===== src/rtl/mmio_uart_tx.sv =====
// mmio_uart_tx: memory-mapped 8N1 UART transmitter with a small transmit FIFO.
// Register map: 0x0 TXDATA (write pushes a byte, read returns 0),
//               0x4 STATUS {29'b0, busy, empty, full}; other offsets read 0.
// Optional build macro UART_TX_PARITY_EN adds an even-parity bit between the
// last data bit and the stop bit (11-bit frame instead of 10-bit).
module mmio_uart_tx #(
  parameter int CLK_DIV    = 434,
  parameter int FIFO_DEPTH = 4
) (
  input  logic        clk,
  input  logic        reset,
  input  logic        psel,
  input  logic        pwrite,
  input  logic [3:0]  paddr,
  input  logic [31:0] pwdata,
  output logic [31:0] prdata,
  output logic        pready,
  output logic        tx
);

  localparam int PTR_W = (FIFO_DEPTH > 2) ? $clog2(FIFO_DEPTH) : 1;
  localparam int CNT_W = $clog2(FIFO_DEPTH + 1);
  localparam logic [15:0] DIV_RELOAD = 16'(CLK_DIV - 1);
  localparam logic [CNT_W-1:0] COUNT_FULL = CNT_W'(FIFO_DEPTH);

  typedef enum logic [1:0] {IDLE, ACCESS, DONE} bus_state_t;
  typedef enum logic [2:0] {TX_IDLE, START, DATA, PARITY, STOP} tx_state_t;

  // bus side
  bus_state_t r_bus_state;
  bus_state_t w_bus_next;
  logic       w_sel_txdata;
  logic       w_sel_status;
  logic       w_push;

  // FIFO
  logic [7:0]       r_mem [FIFO_DEPTH];
  logic [PTR_W-1:0] r_wr_ptr;
  logic [PTR_W-1:0] r_rd_ptr;
  logic [CNT_W-1:0] r_count;
  logic             w_full;
  logic             w_empty;
  logic             w_pop;
  logic [7:0]       w_head;

  // serializer
  tx_state_t  r_tx_state;
  tx_state_t  w_tx_next;
  logic [15:0] r_div_cnt;
  logic [15:0] w_div_next;
  logic [2:0]  r_bit_idx;
  logic [2:0]  w_bit_next;
  logic [7:0]  r_shift;
  logic [7:0]  w_shift_next;
  logic        r_parity;
  logic        w_parity_next;
  logic        r_tx;
  logic        w_tx_line_next;
  logic        w_bit_end;
  logic        w_busy;

  // only the low byte of the write bus carries data
  logic w_unused;
  assign w_unused = ^pwdata[31:8];

  assign w_sel_txdata = (paddr == 4'h0);
  assign w_sel_status = (paddr == 4'h4);
  assign w_full       = (r_count == COUNT_FULL);
  assign w_empty      = (r_count == '0);
  assign w_head       = r_mem[r_rd_ptr];
  assign w_busy       = (r_tx_state != TX_IDLE);
  assign w_bit_end    = (r_div_cnt == 16'd0);
  assign tx           = r_tx;

  // bus FSM state register
  always_ff @(posedge clk or posedge reset) begin
    if (reset) r_bus_state <= IDLE;
    else       r_bus_state <= w_bus_next;
  end

  // bus FSM next state, pready/prdata and FIFO push; a TXDATA write into a
  // full FIFO (full judged before any same-cycle pop) waits in ACCESS
  always_comb begin
    w_bus_next = r_bus_state;
    pready     = 1'b0;
    prdata     = 32'd0;
    w_push     = 1'b0;
    case (r_bus_state)
      IDLE: begin
        if (psel) w_bus_next = ACCESS;
      end
      ACCESS: begin
        if (!(pwrite && w_sel_txdata && w_full)) begin
          pready     = 1'b1;
          w_bus_next = DONE;
          if (pwrite && w_sel_txdata) w_push = 1'b1;
          if (!pwrite && w_sel_status) prdata = {29'd0, w_busy, w_empty, w_full};
        end
      end
      DONE: begin
        if (!psel) w_bus_next = IDLE;
      end
      default: w_bus_next = IDLE;
    endcase
  end

  // FIFO storage; contents need no reset because pointers are cleared
  always_ff @(posedge clk) begin
    if (w_push) r_mem[r_wr_ptr] <= pwdata[7:0];
  end

  // FIFO pointers and occupancy
  always_ff @(posedge clk or posedge reset) begin
    if (reset) begin
      r_wr_ptr <= '0;
      r_rd_ptr <= '0;
      r_count  <= '0;
    end else begin
      if (w_push) r_wr_ptr <= (r_wr_ptr == PTR_W'(FIFO_DEPTH - 1)) ? '0 : r_wr_ptr + 1'b1;
      if (w_pop)  r_rd_ptr <= (r_rd_ptr == PTR_W'(FIFO_DEPTH - 1)) ? '0 : r_rd_ptr + 1'b1;
      case ({w_push, w_pop})
        2'b10:   r_count <= r_count + 1'b1;
        2'b01:   r_count <= r_count - 1'b1;
        default: r_count <= r_count;
      endcase
    end
  end

  // serializer state, bit timer, shift register and registered line
  always_ff @(posedge clk or posedge reset) begin
    if (reset) begin
      r_tx_state <= TX_IDLE;
      r_div_cnt  <= 16'd0;
      r_bit_idx  <= 3'd0;
      r_shift    <= 8'd0;
      r_parity   <= 1'b0;
      r_tx       <= 1'b1;
    end else begin
      r_tx_state <= w_tx_next;
      r_div_cnt  <= w_div_next;
      r_bit_idx  <= w_bit_next;
      r_shift    <= w_shift_next;
      r_parity   <= w_parity_next;
      r_tx       <= w_tx_line_next;
    end
  end

  // serializer next state; the line value is derived from the next state so
  // tx changes exactly on the bit boundary
  always_comb begin
    w_tx_next     = r_tx_state;
    w_div_next    = r_div_cnt;
    w_bit_next    = r_bit_idx;
    w_shift_next  = r_shift;
    w_parity_next = r_parity;
    w_pop         = 1'b0;
    case (r_tx_state)
      TX_IDLE: begin
        if (!w_empty) begin
          w_pop         = 1'b1;
          w_shift_next  = w_head;
          w_parity_next = ^w_head;
          w_div_next    = DIV_RELOAD;
          w_tx_next     = START;
        end
      end
      START: begin
        if (w_bit_end) begin
          w_div_next = DIV_RELOAD;
          w_bit_next = 3'd0;
          w_tx_next  = DATA;
        end else begin
          w_div_next = r_div_cnt - 16'd1;
        end
      end
      DATA: begin
        if (w_bit_end) begin
          w_div_next = DIV_RELOAD;
          if (r_bit_idx == 3'd7) begin
`ifdef UART_TX_PARITY_EN
            w_tx_next = PARITY;
`else
            w_tx_next = STOP;
`endif
          end else begin
            w_bit_next   = r_bit_idx + 3'd1;
            w_shift_next = {1'b0, r_shift[7:1]};
          end
        end else begin
          w_div_next = r_div_cnt - 16'd1;
        end
      end
`ifdef UART_TX_PARITY_EN
      PARITY: begin
        if (w_bit_end) begin
          w_div_next = DIV_RELOAD;
          w_tx_next  = STOP;
        end else begin
          w_div_next = r_div_cnt - 16'd1;
        end
      end
`endif
      STOP: begin
        if (w_bit_end) begin
          if (!w_empty) begin
            // back-to-back frames: no idle bit between stop and next start
            w_pop         = 1'b1;
            w_shift_next  = w_head;
            w_parity_next = ^w_head;
            w_div_next    = DIV_RELOAD;
            w_tx_next     = START;
          end else begin
            w_tx_next = TX_IDLE;
          end
        end else begin
          w_div_next = r_div_cnt - 16'd1;
        end
      end
      default: w_tx_next = TX_IDLE;
    endcase

    case (w_tx_next)
      START:   w_tx_line_next = 1'b0;
      DATA:    w_tx_line_next = w_shift_next[0];
      PARITY:  w_tx_line_next = w_parity_next;
      default: w_tx_line_next = 1'b1;
    endcase
  end

endmodule


===== config.mk =====
export PLATFORM = sky130hd
export DESIGN_NAME = mmio_uart_tx
export DESIGN_NICKNAME = d
export VERILOG_FILES = /design/src/rtl/mmio_uart_tx.sv
export SDC_FILE = /design/constraint.sdc
export NUM_CORES = 1
export LEC_CHECK = 0
export CORE_ASPECT_RATIO = 0.6
export CORE_UTILIZATION = 40
export CTS_BUF_LIST = sky130_fd_sc_hd__clkbuf_4 sky130_fd_sc_hd__clkbuf_8 sky130_fd_sc_hd__clkbuf_16
export CTS_CLUSTER_SIZE = 25
export DETAILED_ROUTE_END_ITERATION = 7
export GPL_ROUTABILITY_DRIVEN = 0
export PLACE_DENSITY = 0.67
export SYNTH_ARGS = -nofsm -noshare
export SYNTH_HDL_FRONTEND = slang
export SYNTH_SLANG_ARGS = --single-unit

===== constraint.sdc =====
create_clock -name clk -period 3.2 [get_ports clk]
set_clock_uncertainty 0.2 [all_clocks]
set_input_delay 0.48 -clock clk [delete_from_list [all_inputs] [get_ports clk]]
set_output_delay 0.48 -clock clk [all_outputs]
set_load 0.01 [all_outputs]

==> metrics.md, run 1 <==
| Metric | Value |
|---|---|
| Layout Cells excl Fill | 460 |
| Final period utilization | between 80% and 90% |
| Synth unique cells | 59 |
| Total Power | 3.098 mW |
| Final setup violation count | 0 |
| H-tree depth | 3 |
| Worst min path class | register to register |
| Residual DRC | 0 |
| Syn_area_per_cell | 11.56 um2 |
| Die extent in x | 126.4 um |
| Layout net count | ~390 |
| IO Pins | between 70 and 80 |
| Pre-Repair DR Iteration Count | 5 |
| CP Capture Type | register |
| Clock Path Buffers | 2 |
| Final wirelength | roughly 6.9 mm |
| Synth Area in Simple Gates | between 10% and 20% |
| P&R area growth vs syn | 13.28% |
| Max_slew headroom | 43.34% |
| Final worst path period need | 2.802 ns |
| Wire length per cell | 14.95 um |
| Via count | 2442 |
| DR iter-0 viols | around 200 |
| Inst Count DP | 444 |
| CTS tree | done |
| Worst path most repeated cell | xor2_1 |
| Share of layout cells above drive strength 1 | roughly 11% |
| Achievable Freq | roughly 0.36 GHz |
| CP max FO | 5 |
| Post-synthesis compound-gate area fraction | 12.91% |
| Sequential fraction of the synthesis area | 52.88% |
| Num rows | 26 |
| Synthesized area | 3712 um2 |
| Post-Synth XOR/XNOR Area | 1.180% |
| Fillers | 774 |
| Global-route wire length before repair | 11.85 mm |
| Buf+Inv Stages, Crit Path | 2 |
| Vias in the first global route | 2377 |
| Synthesized instance count | 321 |
| Outcome | finished clean |
| Critical path arrival | 2.85 ns |
| HPWL after DPL | 4.849 mm |
| CP required | 3.25 ns |
| Die Ht | 76.62 um |
| Core area | 8751 um2 |
| Worst r2r src | r_div_cnt[11]$_DFFE_PP0P_ |
| Clk_lat worst skew | 0.33 ns |
| Hold_sp | r_bus_state[1]$_DFFE_PP0P_ |
| Synth Warn # | 0 |
| Final hold vios | 0 |
| Initial antenna violation count | 0 |
| Clock buffer count from CTS | 9 |
| Max_cap viols | 0 |
| Worst setup path class | register to register |
| Drt via density | 5.309 |
| Flop-to-flop setup slack | 0.40 ns |
| Critical-path cell list | nor4_2 -> nand4_1 -> a21o_1 -> inv_2 -> ha_1 -> inv_1 -> fa_1 -> xor2_1 -> nor2_1 -> xor2_1 |
| Worst Max-Slew Pin Slew | 0.8443 ns |
| Area of the multi-input gates | 1523 um2 |
| Ant. Diodes | 0 |
| Slew Viols, Final | 0 |
| Die ar. | 9682 um2 |
| WHS Endpoint | r_bus_state[0]$_DFFE_PP0P_ |
| Primary FF master, synth | dfrtp_1 |
| Max rail drop VDD | ~0.38 mV |
| Grt total ovfl | 0 |
| Largest net degree at the start of global routing | 41 |
| Main combinational cell family by area after synthesis | simple AND/OR/NAND/NOR gates |
| Static leakage | approximately 1.7 nW |
| Setup TNS Final | 0 ns |
| Clock transition at path regs | about 0.060 ns |
| Total GRT Usage | 15.88% |
| Setup repair after global routing missed its margin | no |
| Crit-path slowest cell | nor4_2 |
| Clk sinks | just over 70 |
| Reg2Reg Depth | 10 |
| CP Launch Type | register |
| Root Buffer | clkbuf_16 |
| Antenna-violating nets left | 0 |
| FF-to-FF End | r_count[2]$_DFFE_PP0P_ |
| Starting Density | 42.42% |
| Post-synthesis register bit count | 72 |
| Post-synth EDFFs | 32 |
| Mux cell area share after synthesis | 5.662% |
| Seq. cell area | 1963 um2 |
| Buffers on Ports | 20 |
| Hold path cells | 1 |
| Post-synth ARST share | roughly 56% |
| Pwr dens | 736.7 nW/um2 |
| Delay-heaviest family, CP | simple AND/OR/NAND/NOR gates |
| CP peak stage delay | 0.47 ns |
| Post-Synth Adder-Cell Area | 4.179% |
==> worst register-to-register path, stage by stage, from the launching register on <==
cell     delay [ns]
dfrtp_1        0.43
nor4_2         0.47
nand4_1        0.23
a21o_1         0.29
inv_2          0.08
ha_1           0.18
inv_1          0.06
fa_1           0.37
xor2_1         0.15
nor2_1         0.11
xor2_1         0.15
==> report_power, final <==
group          switching (mW)  internal (mW)  leakage (nW)
combinational           0.384          0.387         0.734
sequential              0.206           1.13         0.783
clock                   0.388          0.603         0.138
==> how the worst max path moves through the flow <==
stage	start	end	slack, ns	depth (start not counted)
detailed placement	r_div_cnt[0]$_DFFE_PP0P_	r_count[2]$_DFFE_PP0P_	0.32	12
floorplan	r_div_cnt[0]$_DFFE_PP0P_	r_count[2]$_DFFE_PP0P_	0.45	13
CTS	r_div_cnt[0]$_DFFE_PP0P_	r_count[2]$_DFFE_PP0P_	0.27	12
finish	r_div_cnt[11]$_DFFE_PP0P_	r_count[2]$_DFFE_PP0P_	0.40	10
global placement	r_div_cnt[0]$_DFFE_PP0P_	r_count[2]$_DFFE_PP0P_	0.36	12
global route	r_div_cnt[0]$_DFFE_PP0P_	r_count[2]$_DFFE_PP0P_	0.13	12
==> final cells by class <==
type / instances / area share [%]
clock inverters: 7 / 1.696
clock buffers: 9 / 5.356
well taps: 112 / 3.332
repair buffers: 25 / 5.653
multi-input cells: 223 / 36.21
inverters: 12 / 1.071
flip-flops and latches: 72 / 46.68
==> flip-flops by register name, indices dropped and copies added (netlist names) <==
signal / flops
r_tx_state: 3
r_rd_ptr: 2
r_div_cnt: 16
r_wr_ptr: 2
r_bus_state: 2
r_bit_idx: 3
r_mem: 32
r_shift: 8
r_count: 3
tx: 1
==> Yosys cell counts, types with 2 or more instances <==
cell / n / area (um2)
nand2_1: 19 / 71.32
nor2b_1: 3 / 18.77
xor2_1: 2 / 17.52
nor3_1: 12 / 60.06
dfrtp_1: 39 / 975.9
or2_1: 2 / 12.51
o211ai_1: 3 / 22.52
a22o_1: 10 / 87.58
and2_1: 5 / 31.28
or4_1: 2 / 15.01
o21a_1: 2 / 15.01
a21boi_1: 2 / 15.01
ha_1: 10 / 125.1
inv_1: 10 / 37.54
buf_4: 32 / 240.2
a21oi_1: 8 / 40.04
a21o_1: 8 / 60.06
nor3_2: 3 / 30.03
o21ai_0: 10 / 50.05
mux2i_1: 3 / 30.03
o21ai_1: 14 / 70.07
nand3_1: 4 / 20.02
xnor2_1: 3 / 26.28
or3_1: 4 / 25.02
mux4_2: 8 / 180.2
a32o_1: 2 / 20.02
nand2b_1: 5 / 31.28
clkbuf_1: 2 / 7.510
o22ai_1: 4 / 25.02
edfxtp_1: 32 / 960.9
o2bb2ai_1: 2 / 17.52
nor4_1: 4 / 25.02
buf_2: 6 / 30.03
nand3b_1: 2 / 15.01
nor3b_1: 5 / 37.54
nor2_1: 16 / 60.06
==> layout by cell type, fill, tap and decap left out, types with 3 or more instances in the layout <==
cell	instances
edfxtp_1	32
a22o_1	10
mux2i_1	3
a21o_1	8
or3_1	4
nor3_2	3
o22ai_1	4
clkdlybuf4s50_1	20
nor4_1	4
conb_1	29
o211ai_1	3
clkinvlp_4	3
nor2_1	16
o21ai_0	10
nand2_1	19
and2_1	5
nand2b_1	5
o21ai_1	14
xnor2_1	3
nor2b_1	3
clkbuf_16	9
dfrtp_1	39
a21oi_1	8
nand3_1	4
inv_1	10
mux4_2	8
buf_4	5
nor3b_1	5
nor3_1	12
ha_1	10
==> per-layer routing <==
layer	GRT usage (%)	vias to the layer above	wire length (um)
met5	0	-	0
met4	7.229	0	36
met3	3.160	2	331
met2	21.93	71	2902
met1	23.76	1199	3607
li1	-	1170	-
==> kinds of logic (layout without fill, tap and decap cells) <==
group           Yosys count  in the layout
buf+inv                  54             53
xor+xnor                  5              5
compound gates           72             72
mux                      11             11
other cells               1             29
fa+ha+maj                12             12
flops                    72             72
simple gates             94             94
==> what timing repair did <==
| item | CTS | global route |
|---|---|---|
| setup buffers | 0 | 0 |
| hold buffers | 0 | 0 |
| hold endpoints to repair | 0 | 0 |
| gates resized for setup | 0 | 1 |
| setup endpoints to repair | 0 | 1 |
==> per-stage QoR <==
stage / util, % / cell area [um2] / setup WS (ns) / hold slack [ns]
5_1_grt: 48.06 / 4205 / 0.1319 / 0.2799
3_5_place_dp: 44.60 / 3902 / 0.3200 / 0.2349
3_3_place_gp: 44.60 / 3902 / 0.3562 / 0.2424
4_1_cts: 47.98 / 4199 / 0.2682 / 0.2606
6_report: 48.06 / 4205 / 0.3983 / 0.2547
2_1_floorplan: - / 3817 / 0.4522 / 0.2166
Power figures use the tool's default switching activity.
==> inputs of run 2 (changes only) <==
Settings changed: SKIP_CTS_REPAIR_TIMING from default to 1.
Clock period 3.2 ns to 3.3 ns, I/O delays scaled along.
==> metrics.md, run 2 (synthesis results as in run 1) <==
| Metric | Value |
|---|---|
| Clock Path Buffers | 2 (unchanged) |
| Pre-Repair DR Iteration Count | 4 (was 5) |
| Finished Cell Area | 4158 um2 (was 4205 um2) |
| Drt via density | 5.328 (was 5.309) |
| CP endpoint | r_count[2]$_DFFE_PP0P_ (unchanged) |
| Setup TNS Final | 0 ns (unchanged) |
| Commonest non-fill, non-tap cell in the layout | dfrtp_1 (unchanged) |
| Top flop regs | r_mem x32, r_div_cnt x16, r_shift x8 (unchanged) |
| Final setup violation count | 0 (unchanged) |
| Core area | 8751 um2 (unchanged) |
| Fillers | 791 (was 774) |
| Most flop-heavy register | r_mem (unchanged) |
| Die Ht | 76.62 um (unchanged) |
| Final worst path period need | 2.998 ns (was 2.802 ns) |
| Max_slew headroom | 41.81% (was 43.34%) |
| CP max FO | 11 (was 5) |
| Clock transition at path regs | 0.06 ns (about the same) |
| Most frequent cells in the layout | 39 x dfrtp_1, 32 x edfxtp_1, 29 x conb_1 (unchanged) |
| Vias in the first global route | 2231 (was 2377) |
| Share of layout cells above drive strength 1 | 9.538% (was 10.92%) |
| CTS tree | done (unchanged) |
| Clk sinks | 72 (unchanged) |
| Achievable Freq | 0.3335 GHz (was 0.3569 GHz) |
| P&R area growth vs syn | 12.00% (was 13.28%) |
| Clock buffer count from CTS | 9 (unchanged) |
| Layout net count | 392 (was 394) |
| Num rows | 26 (unchanged) |
| H-tree depth | 3 (unchanged) |
| Antenna-violating nets left | 0 (unchanged) |
| Total GRT Usage | 15.55% (was 15.88%) |
| Wire length per cell | 14.62 um (was 14.95 um) |
| Worst path most repeated cell | xor2_1 (unchanged) |
| Area of the multi-input gates | 1523 um2 (unchanged) |
| CP required | 3.36 ns (was 3.25 ns) |
| Final period utilization | 90.86% (was 87.55%) |
| Residual DRC | 0 (unchanged) |
| Initial antenna violation count | 0 (unchanged) |
| Worst Max-Slew Pin Slew | 0.8670 ns (was 0.8443 ns) |
| Largest net degree at the start of global routing | 41 (unchanged) |
| Grt total ovfl | 0 (unchanged) |
| Crit-path slowest cell | nor4_2 (unchanged) |
| CP startpoint | r_div_cnt[11]$_DFFE_PP0P_ (unchanged) |
| CP Capture Type | register (unchanged) |
| Final hold vios | 0 (unchanged) |
| Pwr dens | 694.6 nW/um2 (was 736.7 nW/um2) |
| Max rail drop VDD | 0.3443 mV (was 0.3761 mV) |
| Die extent in x | 126.4 um (unchanged) |
| Worst setup path class | register to register (unchanged) |
| Seq. cell area | 1963 um2 (unchanged) |
| Static leakage | 1.628 nW (was 1.655 nW) |
| Outcome | finished clean (unchanged) |
| IO Pins | 74 (unchanged) |
| Slew Viols, Final | 0 (unchanged) |
| Ant. Diodes | 0 (unchanged) |
| DR iter-0 viols | 230 (was 196) |
| Max_cap viols | 0 (unchanged) |
| CP Launch Type | register (unchanged) |
| Cell Area, Placed | 3887 um2 (was 3902 um2) |
| Worst r2r src | r_div_cnt[11]$_DFFE_PP0P_ (unchanged) |
| Flop-to-flop setup slack | 0.30 ns (was 0.40 ns) |
| Reg2Reg Depth | 10 (unchanged) |
| Starting Density | 42.42% (unchanged) |
| Root Buffer | clkbuf_16 (unchanged) |
| Max reg flops | 32 (unchanged) |
| HPWL after DPL | 4.749 mm (was 4.849 mm) |
| Critical path arrival | 3.05 ns (was 2.85 ns) |
| Global-route wire length before repair | 11.36 mm (was 11.85 mm) |
| Die ar. | 9682 um2 (unchanged) |
| Setup repair after global routing missed its margin | no (unchanged) |
| Critical-path cell list | nor4_2 -> nand4_1 -> a21o_1 -> inv_2 -> ha_1 -> inv_1 -> fa_1 -> xor2_1 -> nor2_1 -> xor2_1 (unchanged) |
| Final wirelength | 6.694 mm (was 6.877 mm) |
| Via count | 2440 (was 2442) |
| Buffers on Ports | 20 (unchanged) |
| Clk_lat worst skew | 0.34 ns (was 0.33 ns) |
| Hold_ws | 0.2597 ns (was 0.2547 ns) |
| Final core utilization | 47.51% (was 48.06%) |
| Hold path cells | 1 (unchanged) |
| Worst min path class | register to register (unchanged) |
| CP peak stage delay | 0.47 ns (about the same) |
| FF-to-FF End | r_count[2]$_DFFE_PP0P_ (unchanged) |
[run 2: cell count changes in the layout (fill, tap and decap cells not counted)]
cell	delta
clkinv_2	-1
bufinv_16	-1
buf_4	-2
clkinv_1	+3
inv_6	-1
[run 2: worst min path at each step]
stage	from	end	slack, ns
after floorplan	r_bus_state[1]$_DFFE_PP0P_	r_bus_state[0]$_DFFE_PP0P_	0.22
after global placement	r_bus_state[1]$_DFFE_PP0P_	r_bus_state[0]$_DFFE_PP0P_	0.24
after detailed placement	r_bus_state[1]$_DFFE_PP0P_	r_bus_state[0]$_DFFE_PP0P_	0.24
after CTS	r_bus_state[1]$_DFFE_PP0P_	r_bus_state[0]$_DFFE_PP0P_	0.26
after global routing	r_bus_state[1]$_DFFE_PP0P_	r_bus_state[0]$_DFFE_PP0P_	0.28
final	r_bus_state[1]$_DFFE_PP0P_	r_bus_state[0]$_DFFE_PP0P_	0.26
[run 2: routing by layer]
metal	track usage [%]	up-vias	routed length (um)
met5	0	-	0
met4	5.422	0	87
met3	5.899	7	463
met2	19.83	93	2613
met1	23.41	1182	3529
li1	-	1158	-
[run 2: critical path: cells and delay by family (launching register included)]
kind / cells / cell delay [ns]
fa+ha+maj: 2 / 0.61
buf+inv: 2 / 0.26
compound gates: 1 / 0.30
simple gates: 3 / 0.82
xor+xnor: 2 / 0.31
flops: 1 / 0.43
[run 2: stage by stage]
step	worst slack, ns	power [mW]	std cells
after floorplan	0.5522	1.875	349
after global placement	0.2961	2.004	442
after detailed placement	0.2596	2.041	442
after CTS	0.2188	2.911	458
after global routing	0.08945	3.068	458
final	0.3016	2.888	458
[run 2: power breakdown]
group | leakage (nW) | switching, mW | internal (mW)
registers | 0.783 | 0.208 | 1.10
logic | 0.724 | 0.358 | 0.368
clock network | 0.120 | 0.359 | 0.498
[run 2: final cells by class]
class / count / area share, %
clock buffers: 9 / 5.417
clock inverters: 7 / 0.9329
inverters: 12 / 1.083
multi-input cells: 223 / 36.62
flip-flops and latches: 72 / 47.22
well taps: 112 / 3.370
repair buffers: 23 / 5.357
==> inputs of run 3 (changes only) <==
Settings changed: TNS_END_PERCENT from default to 50.
==> results of run 3 <==
Same layout as run 2: the final DEF is identical, and so are final timing and power.
==> RTL change: new RTL, settings of run 1 <==
Build with the macro `UART_TX_PARITY_EN` defined.
--- a/src/rtl/mmio_uart_tx.sv
+++ b/src/rtl/mmio_uart_tx.sv
@@ -5,2 +5,4 @@
 // last data bit and the stop bit (11-bit frame instead of 10-bit).
+`define UART_TX_PARITY_EN
+
 module mmio_uart_tx #(
Formal check against the unedited RTL: same outputs for any inputs over 10 cycles, from zero or initial values and one cycle with reset high; that may be too few to reach the edited logic, so the function may still have changed.
==> RTL change against run 1 <==
  * Area after synthesis rose by 6.2%
  * Setup slack got worse by 92 ps
  * Sequential cell count rose by 1
  * Final area rose by 6.7%
  * Routed wire length rose by 11%
  * Utilization fell by 0.12 points
Power is not compared: it rests on default switching activity, and its combinational part moved more than twofold at a synthesized area within 25%.
==> RTL change: results <==
set metrics [dict create \
    cp.arrival_ps 2960 \
    critical_path_peak_fanout 5 \
    dr_wl_met2_mm 3.16 \
    wirelength_mm 7.64 \
    status "finished, final reports clean" \
    p_leak_uw 0.00183 \
    synth-compound-area-share_pct 12.4 \
    clkSlewWorstSetupHoldPaths_ps 60 \
    grt_pass1_wl_mm 12.8 \
    area_growth_pct 13.7 \
    die-area_um2 10300 \
    viasPerCell 5.21 \
    nFillCells 838 \
    layout-drive-gt1-share_pct 14.5 \
    met3_length_um 455 \
    fin_nets 424 \
    multi_input_area_um2 1670 \
    diodes 0 \
    dpl.cell_count 493 \
    max-slew-margin-rel_pct 59.5 \
    synth_commonest_cells "dfrtp_1, edfxtp_1, buf_4, inv_1, nor2_1" \
    cts_setup_buffers 0 \
    synthMuxAreaShare_pct 6.95 \
    grt_use_met3_pct 5.12 \
    seq_area_um2 1990 \
    grt_usage_pct 16.8 \
    max_cap_violations 0 \
    setup_ws_ps 306 \
    synth_seq_area_share_pct 50.4 \
    synthTopCellsByArea "dfrtp_1, edfxtp_1, buf_4" \
    wl_met1_mm 3.91 \
    fin_cells 509 \
    synthAdderAreaFrac_pct 3.36 \
    largestRegisters "r_mem x32, r_div_cnt x16, r_shift x8" \
    buf_share_pct 6.47 \
    placed_area_um2 4200 \
    worst_hold_slack_ps 250 \
    grtUsageMet2_pct 23.6 \
    antenna_found_initial 0 \
    grt_max_degree 42 \
    multi_input_cells 234 \
    post-place-ws_ps 331 \
    use_met1_pct 24.3 \
    syn_avg_cell_area_um2 11.5 \
    clock_cell_area_share_pct 6.44 \
    clk_latency_ps 340 \
    drt_iter0_markers 141 \
    yosysUniqueCellTypes 67 \
    hpwl_mm 5.47 \
    clockBufferCount 10 \
    async_reset_ff_share_pct 56.2 \
    synth_xor_area_share_pct 2.66 \
    grt_pass1_vias 2528 \
    inv_count 24 \
    n_all_buffers 32 \
    ys_ff_latch 73 \
]
==> RTL change: worst paths after layout <==
| check | start | endpoint | cells past startpoint |
|---|---|---|---|
| hold / removal | r_bus_state[1] | r_bus_state[0] | 1 |
| setup / recovery | r_div_cnt[0] | r_count[2] | 12 |
| max in group asynchronous | reset | tx | 3 |
| setup reg to reg | r_div_cnt[0] | r_count[2] | 12 |
| min in group asynchronous | reset | r_div_cnt[1] | 3 |
| hold reg to reg | r_bus_state[1] | r_bus_state[0] | 1 |
==> RTL change: worst max-delay path: stages (launching register included) <==
cell     delay [ps]
dfrtp_1         390
inv_1           100
ha_1            270
nor4b_4         260
and3_2          240
a21oi_1         100
nor3_2          190
ha_1            220
inv_1            70
fa_1            380
xor2_1          150
nor2_1          110
xor2_1          140
==> RTL change: where the power goes <==
group / total [uW] / internal (uW) / switching (uW)
clock network: 960 / 555 / 405
registers: 1050 / 1010 / 31.8
logic: 201 / 81.9 / 120
total: 2210 / 1650 / 557
